**src/rtl/bus_arbiter.sv**
```systemverilog
// bus_arbiter: grants a shared line bus to either the I-cache or the D-cache
// for one whole transaction (address beat, then a write-data or read-response
// burst of BEATS_PER_LINE beats), routing request/response paths to the owner.
// Optional feature: define ARB_ROUND_ROBIN_EN to alternate grants between
// simultaneous requesters; without it the D-cache always wins a tie.
module bus_arbiter #(
   parameter int BUS_DATA_WIDTH = 64,
   parameter int BUS_TAG_WIDTH  = 13,
   parameter int BEATS_PER_LINE = 8
) (
   input  logic                      clk,
   input  logic                      reset,
   // I-cache side
   input  logic                      i_reqcyc,
   input  logic                      i_respack,
   input  logic [BUS_DATA_WIDTH-1:0] i_req,
   input  logic [BUS_TAG_WIDTH-1:0]  i_reqtag,
   output logic                      i_reqack,
   output logic                      i_respcyc,
   output logic [BUS_DATA_WIDTH-1:0] i_resp,
   output logic [BUS_TAG_WIDTH-1:0]  i_resptag,
   // D-cache side
   input  logic                      d_reqcyc,
   input  logic                      d_respack,
   input  logic [BUS_DATA_WIDTH-1:0] d_req,
   input  logic [BUS_TAG_WIDTH-1:0]  d_reqtag,
   output logic                      d_reqack,
   output logic                      d_respcyc,
   output logic [BUS_DATA_WIDTH-1:0] d_resp,
   output logic [BUS_TAG_WIDTH-1:0]  d_resptag,
   // shared bus side
   output logic                      bus_reqcyc,
   output logic                      bus_respack,
   output logic [BUS_DATA_WIDTH-1:0] bus_req,
   output logic [BUS_TAG_WIDTH-1:0]  bus_reqtag,
   input  logic                      bus_reqack,
   input  logic                      bus_respcyc,
   input  logic [BUS_DATA_WIDTH-1:0] bus_resp,
   input  logic [BUS_TAG_WIDTH-1:0]  bus_resptag,
   // status
   output logic                      owner,
   output logic                      busy
);

   localparam int               CNT_W     = (BEATS_PER_LINE > 1) ? $clog2(BEATS_PER_LINE) : 1;
   localparam logic [CNT_W-1:0] LAST_BEAT = CNT_W'(BEATS_PER_LINE - 1);

   typedef enum logic [1:0] {
      IDLE,
      REQ,
      WDATA,
      RESP
   } state_t;

   state_t           state;
   state_t           state_nxt;
   logic             owner_nxt;
   logic [CNT_W-1:0] cnt;
   logic [CNT_W-1:0] cnt_nxt;
   logic             grant;       // requester that wins if arbitration happens now

   // request path of whichever cache currently owns the bus
   logic                      own_reqcyc;
   logic                      own_respack;
   logic [BUS_DATA_WIDTH-1:0] own_req;
   logic [BUS_TAG_WIDTH-1:0]  own_reqtag;

   assign own_reqcyc  = owner ? d_reqcyc  : i_reqcyc;
   assign own_respack = owner ? d_respack : i_respack;
   assign own_req     = owner ? d_req     : i_req;
   assign own_reqtag  = owner ? d_reqtag  : i_reqtag;

   assign busy = (state != IDLE);

`ifdef ARB_ROUND_ROBIN_EN
   logic last_granted;

   // on a tie the requester that did not win last time gets the bus
   assign grant = (i_reqcyc && d_reqcyc) ? ~last_granted : d_reqcyc;

   // remember the winner of every arbitration; reset favours the I-cache next
   always_ff @(posedge clk or negedge reset) begin
      if (!reset) begin
         last_granted <= 1'b1;
      end else if (state == IDLE && (i_reqcyc || d_reqcyc)) begin
         last_granted <= grant;
      end
   end
`else
   // fixed priority: the D-cache wins any tie
   assign grant = d_reqcyc;
`endif

   // state, owner and beat counter registers
   // NOTE: non-blocking assignments so every flop samples pre-edge values.
   always_ff @(posedge clk or negedge reset) begin
      if (!reset) begin
         state <= IDLE;
         owner <= 1'b0;
         cnt   <= '0;
      end else begin
         state <= state_nxt;
         owner <= owner_nxt;
         cnt   <= cnt_nxt;
      end
   end

   // next-state logic and owner-only routing of the request/response paths
   always_comb begin
      // NOTE: every output gets a default first so no path can infer a latch.
      state_nxt   = state;
      owner_nxt   = owner;
      cnt_nxt     = cnt;
      bus_reqcyc  = 1'b0;
      bus_req     = '0;
      bus_reqtag  = '0;
      bus_respack = 1'b0;
      i_reqack    = 1'b0;
      i_respcyc   = 1'b0;
      i_resp      = '0;
      i_resptag   = '0;
      d_reqack    = 1'b0;
      d_respcyc   = 1'b0;
      d_resp      = '0;
      d_resptag   = '0;

      case (state)
         IDLE: begin
            // arbitration cycle: nothing is driven, only the grant is captured
            if (i_reqcyc || d_reqcyc) begin
               owner_nxt = grant;
               cnt_nxt   = '0;
               state_nxt = REQ;
            end
         end

         REQ, WDATA: begin
            bus_reqcyc = own_reqcyc;
            bus_req    = own_req;
            bus_reqtag = own_reqtag;
            if (owner) begin
               d_reqack = bus_reqack;
            end else begin
               i_reqack = bus_reqack;
            end

            if (state == REQ) begin
               if (!own_reqcyc) begin
                  // owner withdrew before the bus accepted: abandon quietly
                  state_nxt = IDLE;
               end else if (bus_reqack) begin
                  if (own_reqtag[BUS_TAG_WIDTH-1]) begin
                     state_nxt = RESP;
                     cnt_nxt   = '0;
                  end else begin
                     // the accepted address beat already carries write data beat 0
                     state_nxt = WDATA;
                     cnt_nxt   = CNT_W'(1);
                  end
               end
            end else if (own_reqcyc && bus_reqack) begin
               cnt_nxt = cnt + CNT_W'(1);
               if (cnt == LAST_BEAT) begin
                  state_nxt = IDLE;
               end
            end
         end

         RESP: begin
            bus_respack = own_respack;
            if (owner) begin
               d_respcyc = bus_respcyc;
               d_resp    = bus_resp;
               d_resptag = bus_resptag;
            end else begin
               i_respcyc = bus_respcyc;
               i_resp    = bus_resp;
               i_resptag = bus_resptag;
            end

            if (bus_respcyc && own_respack) begin
               cnt_nxt = cnt + CNT_W'(1);
               if (cnt == LAST_BEAT) begin
                  state_nxt = IDLE;
               end
            end
         end

         default: begin
            state_nxt = IDLE;
         end
      endcase
   end

endmodule

```
**config.mk**
```make
export PLATFORM = sky130hd
export DESIGN_NAME = bus_arbiter
export DESIGN_NICKNAME = d
export VERILOG_FILES = /design/src/rtl/bus_arbiter.sv
export SDC_FILE = /design/constraint.sdc
export NUM_CORES = 1
export LEC_CHECK = 0
export BUFFER_PORTS_ARGS = -buffer_cell sky130_fd_sc_hd__buf_2
export CORE_AREA = 2 2 188 190
export DETAILED_ROUTE_END_ITERATION = 10
export DIE_AREA = 0 0 190 192
export PLACE_DENSITY = 0.3
export SETUP_SLACK_MARGIN = 0.15
export SLEW_MARGIN = 10
export SYNTH_ARGS = -nofsm -noshare
export SYNTH_HDL_FRONTEND = slang
export SYNTH_SLANG_ARGS = --single-unit
```
**constraint.sdc**
```tcl
create_clock -name clk -period 2.4 [get_ports clk]
set_clock_uncertainty 0.15 [all_clocks]
set_input_delay 0.36 -clock clk [delete_from_list [all_inputs] [get_ports clk]]
set_output_delay 0.36 -clock clk [all_outputs]
set_load 0.005 [all_outputs]
```
======== After elaboration in Yosys (flattened, before gate mapping) ========
Index checks and enable logic that the tools add are counted.
storage, ports and cells
  bits in registers ....................... 6
  input port bits ......................... 239
  output and inout bits ................... 239
  logic and storage cells ................. 64
operators by class
  add/sub/neg operators ................... 1
  equal/unequal tests ..................... 10
  mux-type cells .......................... 41
  reduce and logical (&&, ||, !) cells .... 9
operators by type and width
  cell                                                                   count
  64-bit two-way mux                                                     6
  13-bit two-way mux                                                     6
  3-bit two-way mux                                                      6
  1-bit two-way mux                                                      14
  2-bit two-way mux                                                      7
  3-bit != test, second input constant                                   3
  3-bit case mux with 3 select lines                                     1
  2-bit case mux with 3 select lines                                     1
  5-bit AND reduction                                                    1
  2-bit equality test, second input constant                             2
  2-bit != test, second input constant                                   2
  4-bit != test, second input constant                                   1
  4-bit AND reduction                                                    1
  3-bit by 1-bit adder with 3-bit output, second input constant          1
  3-bit equality test, second input constant                             1
  2-bit by 1-bit equality test with 1-bit output, second input constant  1
  1-bit logical AND                                                      2
  2-bit logical NOT                                                      1
  2-bit AND reduction                                                    1
  2-bit nonzero test                                                     1
  2-bit OR reduction                                                     1
  1-bit logical OR                                                       1

======== Longest topological paths before layout ========
Gate-level depths: netlist (run 1).
  depth after elaboration ................. 6
  gate-level depth with buffers ........... 6
  depth with buffers taken out ............ 6

======== Worst setup path before layout (run 1) ========
OpenSTA, ideal clock, no wires.
  kind .................................... register to output
  start ................................... register state[0]
  end ..................................... output port bus_req[33]
  data arrival time ....................... 1.573 ns
  required time ........................... 1.890 ns
  setup slack ............................. 0.317 ns
  stages on the path, launching flop included .. 7
  path buffers ............................ 2
  cell sequence ........................... dfrtp_1 inv_1 ha_1 clkinv_1 clkbuf_1 clkbuf_1 nor2_1
between the ends
  word-level cells in the longest chain between the ends .. 3
  elaborated cells between the ends (all ways) .. 4
  classes of those cells .................. eq/ne: 2; mux: 1; reduce/logical: 1
RTL lines
  what                                                                                          RTL line  text
  start, declared                                                                               55        state_t state;
  start signal, assigned                                                                        102       state <= state_nxt;
  2-bit by 1-bit equality test with 1-bit output / 2-bit equality test (equally long branches)  127       case (state)
  2-bit OR reduction (*)                                                                        127
  64-bit two-way mux (*)                                                                        127
  end, declared                                                                                 34        output logic [BUS_DATA_WIDTH-1:0] bus_req,
Every way passes the cells marked *; elsewhere a longest branch is shown, timed or not.

======== Final worst setup path (run 1) ========
  start ................................... register state[0]
  end ..................................... output port i_resp[37]
between the ends
  word-level cells in the longest chain between the ends .. 2
RTL lines
  what                 RTL line  text
  2-bit equality test  127
  64-bit two-way mux   127
  end, declared        20        output logic [BUS_DATA_WIDTH-1:0] i_resp,
No other way between the ends.

==> results.toml, run 1 <==
[yosys]
ys_warn_count = 0
synth_simple_gate_area_frac = 0.493
synth_area_um2 = 2760
synthXorXnorAreaFrac = 0
synth_compound_area_frac = 0.0454
synthCells = 413
yosysUniqueCellTypes = 28
synth_nets = 659
synth_top_family_by_area = "simple AND/OR/NAND/NOR gates"
ys_seq_area_frac = 0.0544
synth.avg_cell_area_um2 = 6.68
synth_seq_cells = 6
synthAdderAreaFrac = 0.0317
synth.mux.area_fraction = 0.302

[drt]
routed_wl_um = 23100
drtAntennaViolNets = 0
first_pass_iters = 5
wire_per_inst_um = 17.4
viasPerCell = 3.55
drc = 0
drt-initial-drc-count = 116
num_vias = 4717

[sta]
grt_setup_unrepaired = "true"
timing.setup.tns_ps = 0
hold_viol_final = 0
timing.fmax_mhz = 455
finalSetupViolCount = 0
fin_crit_sh = 0.915
tightest_slew_ps = 455
max_slew_margin = 0.697
hold-worst-slack_ps = 245
fin_crit_ps = 2200
slew_viol_final = 0

[flow_run]
drv_cap = 0

[setup_path]
reg2reg_to = "cnt[0]$_DFFE_PN0P_"
critPathMaxFanout = 39
worstSetupStartpointType = "flip-flop"
worstPathRequired_ps = 1890
worst-r2r-cell-count = 6
path_class = "flip-flop to output pin"
end_kind = "output pin"
cp.arrival_ps = 1690
r2r_start = "state[0]$_DFFE_PN0P_"
r2r_slack_ps = 270

[die]
start_util = 0.0805
die_area_um2 = 36500
core_um2 = 34300
io_pins = 478
rows = 68
die_h_um = 192
die_w_um = 190

[finish]
layout-drive-gt1-share = 0.591
fin_nets = 1119
syn_to_final_growth_pct = 117
final_cell_area_um2 = 5980
stdcell_count = 1328

[clocking]
clock-sinks = 6
numCtsBuffers = 3
cts_tree = "done"
root_buffer = "clkbuf_16"
ctsLongestPathBuffers = 2
cts_max_level = 1
worstSkewPairLatency_ps = 230
clk_pin_slew_ps = 40

[grt]
overflow = 0
grt_max_degree = 79
antenna_found_initial = 2
grt_usage = 0.111
grt_pass1_wl_um = 29800
grt_pass1_vias = 4386

[worst_hold_path]
holdPathStages = 2
whs_endpoint = "owner$_DFFE_PN0P_"
hold_path.class = "input pin to flip-flop"
min_from = "d_reqcyc"

[place]
gp_congestion = 0.758
hpwl_um = 19000
dp.cells = 1313
placedInstanceArea_um2 = 5690
port_buffers = 477

[power]
ir_worst_vdd_mv = 0.429
p_per_area_nw_per_um2 = 696
power_leakage_uw = 0.00401

[status]
outcome = "complete, no violations"
final cells by class:
type,instances,area [um2]
Clock buffer,4,78.8
Fill cell,4033,28300
Tap cell,455,569
Timing Repair Buffer,498,2700
Antenna cell,1,2.50
Multi-Input combinational cell,357,2450
Sequential cell,6,156
Inverter,7,28.8
layer usage:
metal  up-vias  wire [um]  GRT usage
met3         6       1980     0.0232
met1      2108       9100      0.128
met5         -          0          0
li1       2313          -          -
met4         0         99    0.00775
met2       290      11900      0.216
timing repair:
item                       CTS  global route
pin swaps                    0             2
gates cloned                 2             2
setup buffers                0             5
setup endpoints to repair  155            77
hold buffers                 1             0
hold endpoints to repair     6             0
gates resized for setup      9             7
metrics by stage:
stage	worst slack, ps	power, uW	util
detailed placement	214	3630	0.166
finish	203	4160	0.175
global route	126	4570	0.174
CTS	154	4210	0.172
floorplan	317	2120	-
global placement	220	3680	0.166
worst max-delay path: stages, from the launching register on:
cell       delay, ps
dfrtp_2          410
ha_4             200
nor2b_4          290
clkbuf_16        270
and2_1           150
buf_2            110
kinds of logic (layout without fill, tap and decap cells):
| kind of cell | after synthesis | in the layout |
|---|---|---|
| and+or+nand+nor | 252 | 252 |
| muxes | 83 | 83 |
| other | 0 | 1 |
| adders and majority gates | 7 | 7 |
| AOI/OAI and AO/OA | 15 | 15 |
| buffers and inverters | 50 | 509 |
| DFF | 6 | 6 |
state kept, by name (all words and copies together) (netlist names):
name	flops
cnt	3
state	2
owner	1
report_power, final:
part	internal (uW)	leakage [uW]	total [uW]	switching, uW
Clock	221	0.0000382	280	59.7
Combinational	1750	0.00390	3660	1910
Sequential	143	0.0000744	219	76.4
layout by cell type (no fill, tap or decap), types with 5 or more instances in the layout:
master     netlist  routed
and2_1          80      80
and3_1          79      79
buf_2            7     477
buf_4            1      11
clkbuf_16        0       5
ha_1             7       5
inv_1            6       5
mux2i_1         80      80
nand2_1          5       5
nor2_1          80      77
nor2b_1          6       5
worst max path at each step:
stage,end,slack (ps),start
global route,i_respcyc,130,state[0]$_DFFE_PN0P_
detailed placement,state[1]$_DFFE_PN0P_,210,state[0]$_DFFE_PN0P_
CTS,bus_reqtag[8],150,state[0]$_DFFE_PN0P_
floorplan,bus_req[33],320,state[0]$_DFFE_PN0P_
finish,i_resp[37],200,state[0]$_DFFE_PN0P_
global placement,state[1]$_DFFE_PN0P_,220,state[0]$_DFFE_PN0P_
synthesized netlist by cell type, drive strengths merged:
library cell / n / share of area
nand3: 2 / 0.0036
a31oi: 1 / 0.0023
o21ba: 1 / 0.0036
and2: 80 / 0.18
dfrtp: 6 / 0.054
nor2: 80 / 0.11
nor2b: 6 / 0.014
a221o: 1 / 0.0036
and3: 79 / 0.18
inv: 6 / 0.0082
a22o: 1 / 0.0032
o21ai: 3 / 0.0054
buf: 8 / 0.015
clkbuf: 35 / 0.048
o221ai: 1 / 0.0032
a21oi: 3 / 0.0054
a221oi: 2 / 0.013
clkinv: 1 / 0.0014
o2bb2ai: 1 / 0.0032
ha: 7 / 0.032
o21bai: 1 / 0.0027
mux2: 3 / 0.012
nand2: 5 / 0.0068
mux2i: 80 / 0.29
No activity file was read; power rests on OpenSTA's default activity.
==> inputs of run 2 (changes only) <==
--- a/config.mk
+++ b/config.mk
@@ -6,10 +6,12 @@
 export NUM_CORES = 1
 export LEC_CHECK = 0
 export BUFFER_PORTS_ARGS = -buffer_cell sky130_fd_sc_hd__buf_2
-export CORE_AREA = 2 2 188 190
+export CORE_AREA = 8 8 178 180
+export CTS_BUF_LIST = sky130_fd_sc_hd__clkbuf_8
 export DETAILED_ROUTE_END_ITERATION = 10
-export DIE_AREA = 0 0 190 192
-export PLACE_DENSITY = 0.3
+export DIE_AREA = 0 0 186 188
+export GPL_TIMING_DRIVEN = 0
+export PLACE_DENSITY = 0.33
 export SETUP_SLACK_MARGIN = 0.15
 export SLEW_MARGIN = 10
 export SYNTH_ARGS = -nofsm -noshare
==> results.toml, run 2 (synthesis gave the netlist of run 1 again) <==
[grt]
overflow = 0
antenna_found_initial = 5
grt_max_degree = 11
grt_usage = 0.135
grt_pass1_vias = 5281
grt_pass1_wl_um = 35700

[drt]
num_vias = 4872
wire_per_inst_um = 20.0
routed_wl_um = 25800
viasPerCell = 3.78
drtAntennaViolNets = 0
first_pass_iters = 4
drc = 0
drt-initial-drc-count = 102

[clocking]
cts_tree = "done"
clock-sinks = 6
root_buffer = "clkbuf_8"
cts_max_level = 1
worstSkewPairLatency_ps = 220
ctsLongestPathBuffers = 2
clk_pin_slew_ps = 30
numCtsBuffers = 3

[setup_path]
path_class = "flip-flop to output pin"
worstPathRequired_ps = 1890
critPathMaxFanout = 10
path_cells = "inv_2 -> ha_4 -> clkinv_4 -> buf_8 -> clkbuf_8 -> nor2_1 -> buf_2"
cp.arrival_ps = 1670
cp_slowest_cell = "dfrtp_2"
slowest_delay_ps = 410
end_kind = "output pin"
worstSetupStartpointType = "flip-flop"
worst-r2r-cell-count = 6

[die]
die_w_um = 186
die_area_um2 = 35000
rows = 63
start_util = 0.0951
core_um2 = 29000
die_h_um = 188
io_pins = 478

[sta]
slew_viol_final = 0
tightest_slew_ps = 494
setup_slack_ps = 220
grt_setup_unrepaired = "true"
fin_crit_sh = 0.908
finalSetupViolCount = 0
hold_viol_final = 0
max_slew_margin = 0.661
fin_crit_ps = 2180
timing.fmax_mhz = 459

[place]
placedInstanceArea_um2 = 5630
port_buffers = 477
hpwl_um = 23300
gp_congestion = 0.771
dp_slack_ps = -685
dp.cells = 1280

[worst_hold_path]
holdPathStages = 2
hold_path.class = "input pin to flip-flop"

[finish]
stdcell_count = 1289
final_cell_area_um2 = 5980
layout-drive-gt1-share = 0.616
syn_to_final_growth_pct = 117
fin_nets = 1145
regMostFlops = "cnt"
final_cell_mix = "buf_2 (481), and2_1 (80), and3_1 (79), mux2i_1 (77), nor2_1 (67)"
final_util = 0.206
final_common_cell = "buf_2"
largest_reg_flops = 3
top_regs = "cnt: 3 flops, state: 2 flops, owner: 1 flops"

[power]
ir_worst_vdd_mv = 0.470
power_leakage_uw = 0.00407
p_per_area_nw_per_um2 = 726
power.total_uw = 4340

[flow_run]
drv_cap = 0

[status]
outcome = "complete, no violations"
-- run 2: changes by cell type in the layout (fill, tap and decap cells not counted), sizes merged --
| cell | before | now |
|---|---|---|
| diode | 1 | 2 |
| clkbuf | 6 | 30 |
| clkinv | 0 | 1 |
| buf | 494 | 496 |
| bufbuf | 1 | 0 |
| inv | 7 | 6 |
-- run 2: repair_timing --
action	in CTS	in global routing
gates cloned	0	0
setup buffers	4	0
hold endpoints to repair	6	0
gates resized for setup	72	36
pin swaps	1	0
endpoints found under the setup margin	238	88
hold buffers	1	0
-- run 2: area by class of cell --
type,instances,area (um2)
Fill cell,3406,23000
Multi-Input combinational cell,357,2510
Timing Repair Buffer,482,2430
Tap cell,390,488
Buffer,42,332
Sequential cell,6,153
Clock buffer,3,41.3
Inverter,7,31.3
Antenna cell,2,5.00
-- run 2: critical path, delay by kind of cell (launching register included) --
family	cells	cell delay (ps)
buffers and inverters	5	620
AND/OR/NAND/NOR	1	130
adder cells (fa/ha/maj)	1	280
flip-flops	1	410
-- run 2: power breakdown --
| group | leakage [uW] | switching (uW) | total [uW] | internal [uW] |
|---|---|---|---|---|
| Combinational | 0.00397 | 2190 | 4030 | 1830 |
| Clock | 0.0000216 | 40.0 | 147 | 107 |
| Sequential | 0.0000752 | 32.4 | 170 | 137 |
-- run 2: stage by stage --
stage	TNS, ps	hold WS [ps]
2_1_floorplan	0	-85.6
3_3_place_gp	-49600	40.7
3_5_place_dp	-54210	44.4
4_1_cts	0	275
5_1_grt	0	289
6_report	0	273
-- run 2: routing by layer --
metal  routed length, um  track usage
met5                  17            0
met4                 147      0.00947
met3                2600       0.0360
met2               13200        0.265
met1                9770        0.147
-- run 2: path summary, 6_finish.rpt --
kind	from	endpoint	slack, ps
worst max register to register	state[1]$_DFFE_PN0P_	cnt[0]$_DFFE_PN0P_	270
worst max-delay path	state[1]$_DFFE_PN0P_	bus_req[44]	220
max in group asynchronous	reset	state[0]$_DFFE_PN0P_	1590
worst min-delay path	d_reqcyc	owner$_DFFE_PN0P_	270
worst min register to register	cnt[1]$_DFFE_PN0P_	cnt[1]$_DFFE_PN0P_	380
min in group asynchronous	reset	cnt[2]$_DFFE_PN0P_	350
